==> src/rtl/uart_pkg.sv <==
// rtl/uart_pkg.sv - shared UART types and defaults for uart_rx and uart_tx
//
// Contents:
//   uart_state_e     receiver/transmitter frame state
//   UART_DATA_BITS   default data bits per frame
//   UART_OVERSAMPLE  default oversample ticks per bit period
//   cnt_width()      counter width for a modulus, never below 1 bit
package uart_pkg;

    localparam int UART_DATA_BITS  = 8;
    localparam int UART_OVERSAMPLE = 16;

    typedef enum logic [1:0] {
        ST_IDLE  = 2'd0,
        ST_START = 2'd1,
        ST_DATA  = 2'd2,
        ST_STOP  = 2'd3
    } uart_state_e;

    function automatic int cnt_width(input int n);
        return (n > 1) ? $clog2(n) : 1;
    endfunction

endpackage

==> src/rtl/uart_rx_sync.sv <==
// rtl/uart_rx_sync.sv - two-flop synchronizer for the asynchronous rx line
//
// Ports:
//   clk  clock
//   rst  asynchronous active-high reset; both flops reset to 1 (line idle)
//   d    asynchronous serial input
//   q    synchronized output
module uart_rx_sync (
    input  logic clk,
    input  logic rst,
    input  logic d,
    output logic q
);

    logic meta;

    always_ff @(posedge clk or posedge rst) begin
        if (rst) begin
            meta <= 1'b1;
            q    <= 1'b1;
        end else begin
            meta <= d;
            q    <= meta;
        end
    end

endmodule

==> src/rtl/uart_rx.sv <==
// rtl/uart_rx.sv - oversampling UART receiver with overrun and framing error flags
//
// Ports:
//   clk        clock
//   rst        asynchronous active-high reset
//   rx_en      one-clk oversample tick (OVERSAMPLE x baud)
//   rx         asynchronous serial line, idles high, LSB first
//   rx_data    last correctly framed byte
//   rx_valid   rx_data holds an unread byte
//   rx_ack     consumer read strobe, clears rx_valid
//   overrun    one-clk pulse: byte completed while rx_valid was still high
//   frame_err  one-clk pulse: stop bit sampled low
//   busy       receiver is inside a frame
module uart_rx
    import uart_pkg::*;
#(
    parameter int DATA_BITS  = UART_DATA_BITS,
    parameter int OVERSAMPLE = UART_OVERSAMPLE
) (
    input  logic                 clk,
    input  logic                 rst,
    input  logic                 rx_en,
    input  logic                 rx,
    output logic [DATA_BITS-1:0] rx_data,
    output logic                 rx_valid,
    input  logic                 rx_ack,
    output logic                 overrun,
    output logic                 frame_err,
    output logic                 busy
);

    localparam int CNT_W = cnt_width(OVERSAMPLE);
    localparam int IDX_W = cnt_width(DATA_BITS);

    localparam logic [CNT_W-1:0] CNT_MID  = CNT_W'(OVERSAMPLE / 2 - 1);
    localparam logic [CNT_W-1:0] CNT_LAST = CNT_W'(OVERSAMPLE - 1);
    localparam logic [IDX_W-1:0] IDX_LAST = IDX_W'(DATA_BITS - 1);

    logic                 rx_s;
    uart_state_e          state;
    uart_state_e          state_n;
    logic [CNT_W-1:0]     cnt;
    logic [IDX_W-1:0]     idx;
    logic [DATA_BITS-1:0] shreg;

    logic cnt_clr;
    logic idx_clr;
    logic sample_bit;
    logic done_ok;
    logic done_err;

    uart_rx_sync u_sync (
        .clk (clk),
        .rst (rst),
        .d   (rx),
        .q   (rx_s)
    );

    always_ff @(posedge clk or posedge rst) begin
        if (rst) begin
            state <= ST_IDLE;
        end else begin
            state <= state_n;
        end
    end

    always_comb begin
        state_n = state;
        case (state)
            ST_IDLE: begin
                if (rx_en && !rx_s) begin
                    state_n = ST_START;
                end
            end
            ST_START: begin
                // Mid start bit: a high line here was a glitch, not a frame.
                if (rx_en && cnt == CNT_MID) begin
                    state_n = rx_s ? ST_IDLE : ST_DATA;
                end
            end
            ST_DATA: begin
                if (rx_en && cnt == CNT_LAST && idx == IDX_LAST) begin
                    state_n = ST_STOP;
                end
            end
            ST_STOP: begin
                if (rx_en && cnt == CNT_LAST) begin
                    state_n = ST_IDLE;
                end
            end
            default: begin
                state_n = ST_IDLE;
            end
        endcase
    end

    always_comb begin
        busy       = (state != ST_IDLE);
        idx_clr    = rx_en && (state == ST_START) && (cnt == CNT_MID);
        sample_bit = rx_en && (state == ST_DATA) && (cnt == CNT_LAST);
        done_ok    = rx_en && (state == ST_STOP) && (cnt == CNT_LAST) && rx_s;
        done_err   = rx_en && (state == ST_STOP) && (cnt == CNT_LAST) && !rx_s;
        // The tick counter restarts at every bit boundary; after the start-bit
        // midpoint it is aligned so that CNT_LAST lands mid-bit.
        cnt_clr    = rx_en && ((state == ST_IDLE) ||
                               ((state == ST_START) && (cnt == CNT_MID)) ||
                               (((state == ST_DATA) || (state == ST_STOP)) &&
                                (cnt == CNT_LAST)));
    end

    always_ff @(posedge clk or posedge rst) begin
        if (rst) begin
            cnt       <= '0;
            idx       <= '0;
            shreg     <= '0;
            rx_data   <= '0;
            rx_valid  <= 1'b0;
            overrun   <= 1'b0;
            frame_err <= 1'b0;
        end else begin
            if (cnt_clr) begin
                cnt <= '0;
            end else if (rx_en) begin
                cnt <= cnt + CNT_W'(1);
            end

            if (idx_clr) begin
                idx <= '0;
            end else if (sample_bit) begin
                idx <= (idx == IDX_LAST) ? '0 : idx + IDX_W'(1);
            end

            if (sample_bit) begin
                shreg[idx] <= rx_s;
            end

            if (done_ok) begin
                rx_data <= shreg;
            end

            // A completion wins over a same-clk ack: the new byte is unread.
            if (done_ok) begin
                rx_valid <= 1'b1;
            end else if (rx_ack) begin
                rx_valid <= 1'b0;
            end

            overrun   <= done_ok && rx_valid && !rx_ack;
            frame_err <= done_err;
        end
    end

endmodule

==> config.mk <==
export PLATFORM = sky130hd
export DESIGN_NAME = uart_rx
export DESIGN_NICKNAME = d
export VERILOG_FILES = /design/src/rtl/uart_pkg.sv /design/src/rtl/uart_rx_sync.sv /design/src/rtl/uart_rx.sv
export SDC_FILE = /design/constraint.sdc
export NUM_CORES = 1
export LEC_CHECK = 0
export CAP_MARGIN = 15
export CORE_MARGIN = 2
export CORE_UTILIZATION = 50
export CTS_BUF_LIST = sky130_fd_sc_hd__clkbuf_4
export CTS_CLUSTER_SIZE = 12
export DETAILED_ROUTE_END_ITERATION = 10
export PLACE_DENSITY = 0.73
export SLEW_MARGIN = 15
export SYNTH_ARGS = -nofsm -noshare
export SYNTH_HDL_FRONTEND = slang
export SYNTH_SLANG_ARGS = --single-unit
==> constraint.sdc <==
create_clock -name clk -period 5.7 [get_ports clk]
set_clock_uncertainty 0.15 [all_clocks]
set_input_delay 1.14 -clock clk [delete_from_list [all_inputs] [get_ports clk]]
set_output_delay 1.14 -clock clk [all_outputs]
set_load 0.02 [all_outputs]
* After elaboration in Yosys (flattened, before gate mapping)
Index checks and enable logic that the tools add are counted.
** Cells by class
- Add/sub/neg operators :: 2
- Magnitude comparators :: 2
- Equality and inequality tests :: 10
- Mux-type cells :: 16
- Reductions and logical operators :: 29
** Operators with widths (count)
- logical AND 1 bit :: 18
- 2-to-1 mux 2 bit :: 5
- 2-to-1 mux 3 bit :: 3
- bitwise mux 8 bit :: 1
- 2-to-1 mux 4 bit :: 2
- != test 2 bit (second input constant) :: 4
- case mux 2 bit (4 select lines) :: 1
- nonzero test 2 bit :: 4
- adder 4 x 1 -> 4 bit (second input constant) :: 1
- equality test 2 bit (second input constant) :: 2
- equality test 4 x 3 -> 1 bit (second input constant) :: 1
- equality test 4 bit (second input constant) :: 1
- less-than comparator 3 x 4 -> 1 bit (second input constant) :: 1
- AND reduction 4 bit :: 1
- adder 3 x 1 -> 3 bit (second input constant) :: 1
- demux 1 bit (select 3 bit) :: 1
- equality test 3 bit (second input constant) :: 1
- greater-or-equal comparator 3 x 1 -> 1 bit (second input constant) :: 1
- logical OR 1 bit :: 3
- 2-to-1 mux 1 bit :: 3
- equality test 2 x 1 -> 1 bit (second input constant) :: 1
- logical NOT 1 bit :: 2
- logical NOT 2 bit :: 1
** Storage, ports and cells
- Flip-flop bits (word level) :: 30
- Input bits :: 5
- Output and inout port bits :: 12
- Logic and storage cells :: 69

* Longest topological paths before layout
- Word-level depth :: 6
- Depth in mapped cells :: 6
- Gate-level depth less buffers :: 5

* By module
Synthesis repeated with hierarchy kept, for this count alone.
** Second synthesis, totals
- Cell total of the unflattened synthesis :: 121
- Area, all modules :: 1450.1 um^2
** By module, submodules not included
- uart_rx :: instances 1, cells an instance 118, area an instance 1393.8 um^2, seq. area each 700.7 um^2
- uart_rx_sync :: instances 1, cells an instance 3, area an instance 56.3 um^2, seq. area each 52.6 um^2

* Worst setup path after synthesis
Ideal clock, no wire load.
- Path type :: input port to flip-flop
- Start :: input port rx_en
- End :: register shreg[1]
- Setup time :: 0.128 ns
- Arrival time :: 2.235 ns
- Required time :: 5.422 ns
- Path slack :: 3.188 ns
- Cell stages on the path :: 5
- Buffers on the path :: 1
- Path through :: buf_2 > and3_4 > nand4b_4 > nor4b_2 > mux2_1
** Between the ends
- Cells in the longest elaborated chain, start to end :: 2
** Ends and longest elaborated chain
- from (decl) :: line uart_rx.sv:22 : input logic rx_en,
- logical AND 1 bit (2 in series) :: line uart_rx.sv:100 : sample_bit = rx_en && (state == ST_DATA) && (cnt == CNT_LAST);
- to (signal, indexed assignment) :: line uart_rx.sv:134 : shreg[idx] <= rx_s;
- to (decl) :: line uart_rx.sv:44 : logic [DATA_BITS-1:0] shreg;
No other way between the ends.
A chain may end at the register's enable or synchronous reset.

==> results.sh <==
export IMPL_status="finished, final reports clean"
export IMPL_hold_viol=0
export IMPL_clockPowerShare_pct=25.0
export IMPL_ys_warn_count=0
export IMPL_drcViolationCount=0
export IMPL_grt_pass1_wl_um=4264
export IMPL_die_x_um=57.81
export IMPL_port_buffers=16
export IMPL_worstPathRequired_ns=4.41
export IMPL_area_growth_pct=15.56
export IMPL_power_density_nw_per_um2=286.6
export IMPL_critical_path_top_delay_family="buffers and inverters"
export IMPL_fmax_mhz=321.7
export IMPL_wl_per_cell_um=14.15
export IMPL_antenna_cells=0
export IMPL_cts_hold_buf=0
export IMPL_ys_flop_type="dfrtp_1"
export IMPL_dr_first_iter_drc_count=33
export IMPL_grt_max_degree=31
export IMPL_crit_type="reg -> out"
export IMPL_synth_avg_cell_area_um2=11.58
export IMPL_ys_seq_area_share_pct=52.03
export IMPL_dr_total_vias=983
export IMPL_finalSetupTns_ns=0
export IMPL_p_seq_share_pct=56.3
export IMPL_routed_wl_um=2462
export IMPL_worstPathArrival_ns=1.82
export IMPL_ff_latch_area_um2=753.2
export IMPL_wl_met2_um=1252
export IMPL_finalSetupViolations=0
export IMPL_synth_fp_nets=133
export IMPL_p_sw_uw=153.8
export IMPL_power_uw=479.4
export IMPL_htreeDepth=2
export IMPL_p_leak_uw=0.0007914
export IMPL_cts_resized=0
export IMPL_synth_cell_types=41
export IMPL_fillers=242
export IMPL_multi_input_area_um2=648.1
export IMPL_crit_chain="nor2_1 -> inv_1 -> clkdlybuf4s50_1"
export IMPL_synth_commonest_cells="28 x dfrtp_1, 10 x nand2_1, 8 x mux2_2, 7 x nand2b_1"
export IMPL_via_per_inst=5.649
export IMPL_drt_met1_wl_um=1042
export IMPL_synth_top_cells_by_area="dfrtp_1 48%, mux2_2 6.2%, mux2_1 4.7%"
export IMPL_grt_overflow=0
export IMPL_post_cts_buffers=0
export IMPL_vdd_drop_max_v=0.0002215
export IMPL_drt_pass1_iterations=4
export IMPL_crit_fanout=18
export IMPL_first_global_vias=996
export IMPL_p_comb_share_pct=18.7
export IMPL_cts_root_buf="clkbuf_4"
export IMPL_drtAntennaViolNets=0
export IMPL_synth_top_area_share_pct=48.40
export IMPL_yosys_area_top_type="dfrtp_1"
export IMPL_grt_antenna_before_repair=0
export IMPL_track_usage_pct=17.45
export IMPL_wl_met3_um=113
export IMPL_coreArea_um2=2758
export IMPL_synthArstFlopShare_pct=100.0
export IMPL_clock_sinks=30
export IMPL_dp_hpwl_um=1780
export IMPL_switching_share_pct=32.08
export IMPL_cts_tree="built"
export IMPL_numCtsBuffers=5
export IMPL_synth_edf_count=0
export IMPL_slowest_stage="dfrtp_1"
export IMPL_start_kind="flip-flop"
export IMPL_clock_latency_ns=0.32
export IMPL_hold_class="reg -> reg"
export IMPL_rows=19
export IMPL_netlist_area_um2=1448
export IMPL_cap_violations=0
export IMPL_die_h_um=57.81
export IMPL_path_clk_slew_ns=0.09
export IMPL_synth_cells=125
export IMPL_slew_headroom_pct=60.79
export IMPL_period_needed_ns=3.109
export IMPL_fin_crit_sh_pct=54.54
export IMPL_layout_nets=150
export IMPL_drv_slew=0
export IMPL_cp_end_kind="primary output"
export IMPL_num_io_pins=17
export IMPL_worst_pin_slew_ns=0.5873
export IMPL_synth_seq_cells=30
export IMPL_intPower_uw=325.6
export IMPL_critPathMaxStageDelay_ns=0.68
export IMPL_initial_core_util_pct=52.50
export IMPL_top_layer="met4"
export IMPL_gp_congestion=0.7581
export IMPL_yosysMostFrequentCell="dfrtp_1"
export IMPL_grt_setup_unrepaired="no"
export IMPL_design_die_area_um2=3341
export IMPL_drive_above_1_share_pct=18.18
export IMPL_cts_path_max_buffers=2
export IMPL_cp_num_buf_inv=2
-- flip-flops by register name (all words and copies together) (netlist names), 3 cells and up, named ones only --
name     count
rx_data      8
shreg        8
cnt          4
idx          3
-- power by group through the flow --
stage          clock (uW)  sequential (uW)  combinational [uW]
2_1_floorplan           0              246                94.6
3_3_place_gp            0              272                86.2
3_5_place_dp            0              274                91.0
4_1_cts               125              270                91.7
5_1_grt               135              274                 102
6_report              120              270                89.8
-- worst paths after layout --
check	from	to	slack, ns	cells past startpoint
max in group asynchronous	rst	frame_err	3.96	2
min in group asynchronous	rst	cnt[2]	1.04	2
min	u_sync.meta	u_sync.q	0.21	0
max reg2reg	state[0]	shreg[0]	3.64	4
min reg2reg	u_sync.meta	u_sync.q	0.21	0
max	flip-flop	busy	2.59	3
-- final cells by class --
class | instances | area share (%)
flip-flops and latches | 30 | 45.03
multi-input cells | 84 | 38.74
repair buffers | 16 | 9.574
clock buffers | 6 | 2.693
well taps | 31 | 2.319
inverters | 5 | 1.122
clock inverters | 2 | 0.5236
-- metrics by stage --
stage	util [%]	instances	hold WS (ns)	cell area, um^2	worst slack [ns]
after global placement	58.71	166	0.1960	1619	2.538
final	60.66	174	0.2089	1673	2.591
after CTS	60.66	174	0.2109	1673	2.565
after detailed placement	58.71	166	0.1979	1619	2.472
after floorplan	-	125	0.1952	1448	3.188
after global routing	60.66	174	0.2202	1673	2.425
-- cells by family (layout without fill, tap and decap cells) --
| family | count (synthesis) | after routing | share of synthesized area, % |
|---|---|---|---|
| compound gates | 20 | 20 | 9.249 |
| buf+inv | 11 | 29 | 3.198 |
| flops | 30 | 30 | 52.03 |
| mux | 15 | 15 | 11.58 |
| simple gates | 46 | 46 | 21.35 |
| fa+ha+maj | 3 | 3 | 2.593 |
-- routing by layer --
layer  GRT usage, %  up-vias
li1               -      487
met1          19.11      464
met2          29.71       24
met3          6.920        8
met4          7.973        0
met5              0        -
-- layout by cell type (no fill, tap or decap), types with 2 or more instances in the layout --
master / Yosys / layout
a21oi_1: 2 / 2
a31oi_1: 2 / 2
clkbuf_4: 0 / 6
clkdlybuf4s50_1: 0 / 16
dfrtp_1: 28 / 28
dfstp_2: 2 / 2
ha_1: 3 / 3
inv_1: 5 / 4
mux2_1: 6 / 6
mux2_2: 8 / 8
nand2_1: 10 / 10
nand2b_1: 7 / 7
nand3_1: 3 / 3
nor2_1: 6 / 6
nor2b_1: 2 / 2
nor3_1: 5 / 5
o21ai_0: 6 / 6
o31ai_1: 2 / 2
Note: power is estimated with default switching activity, not from simulation.
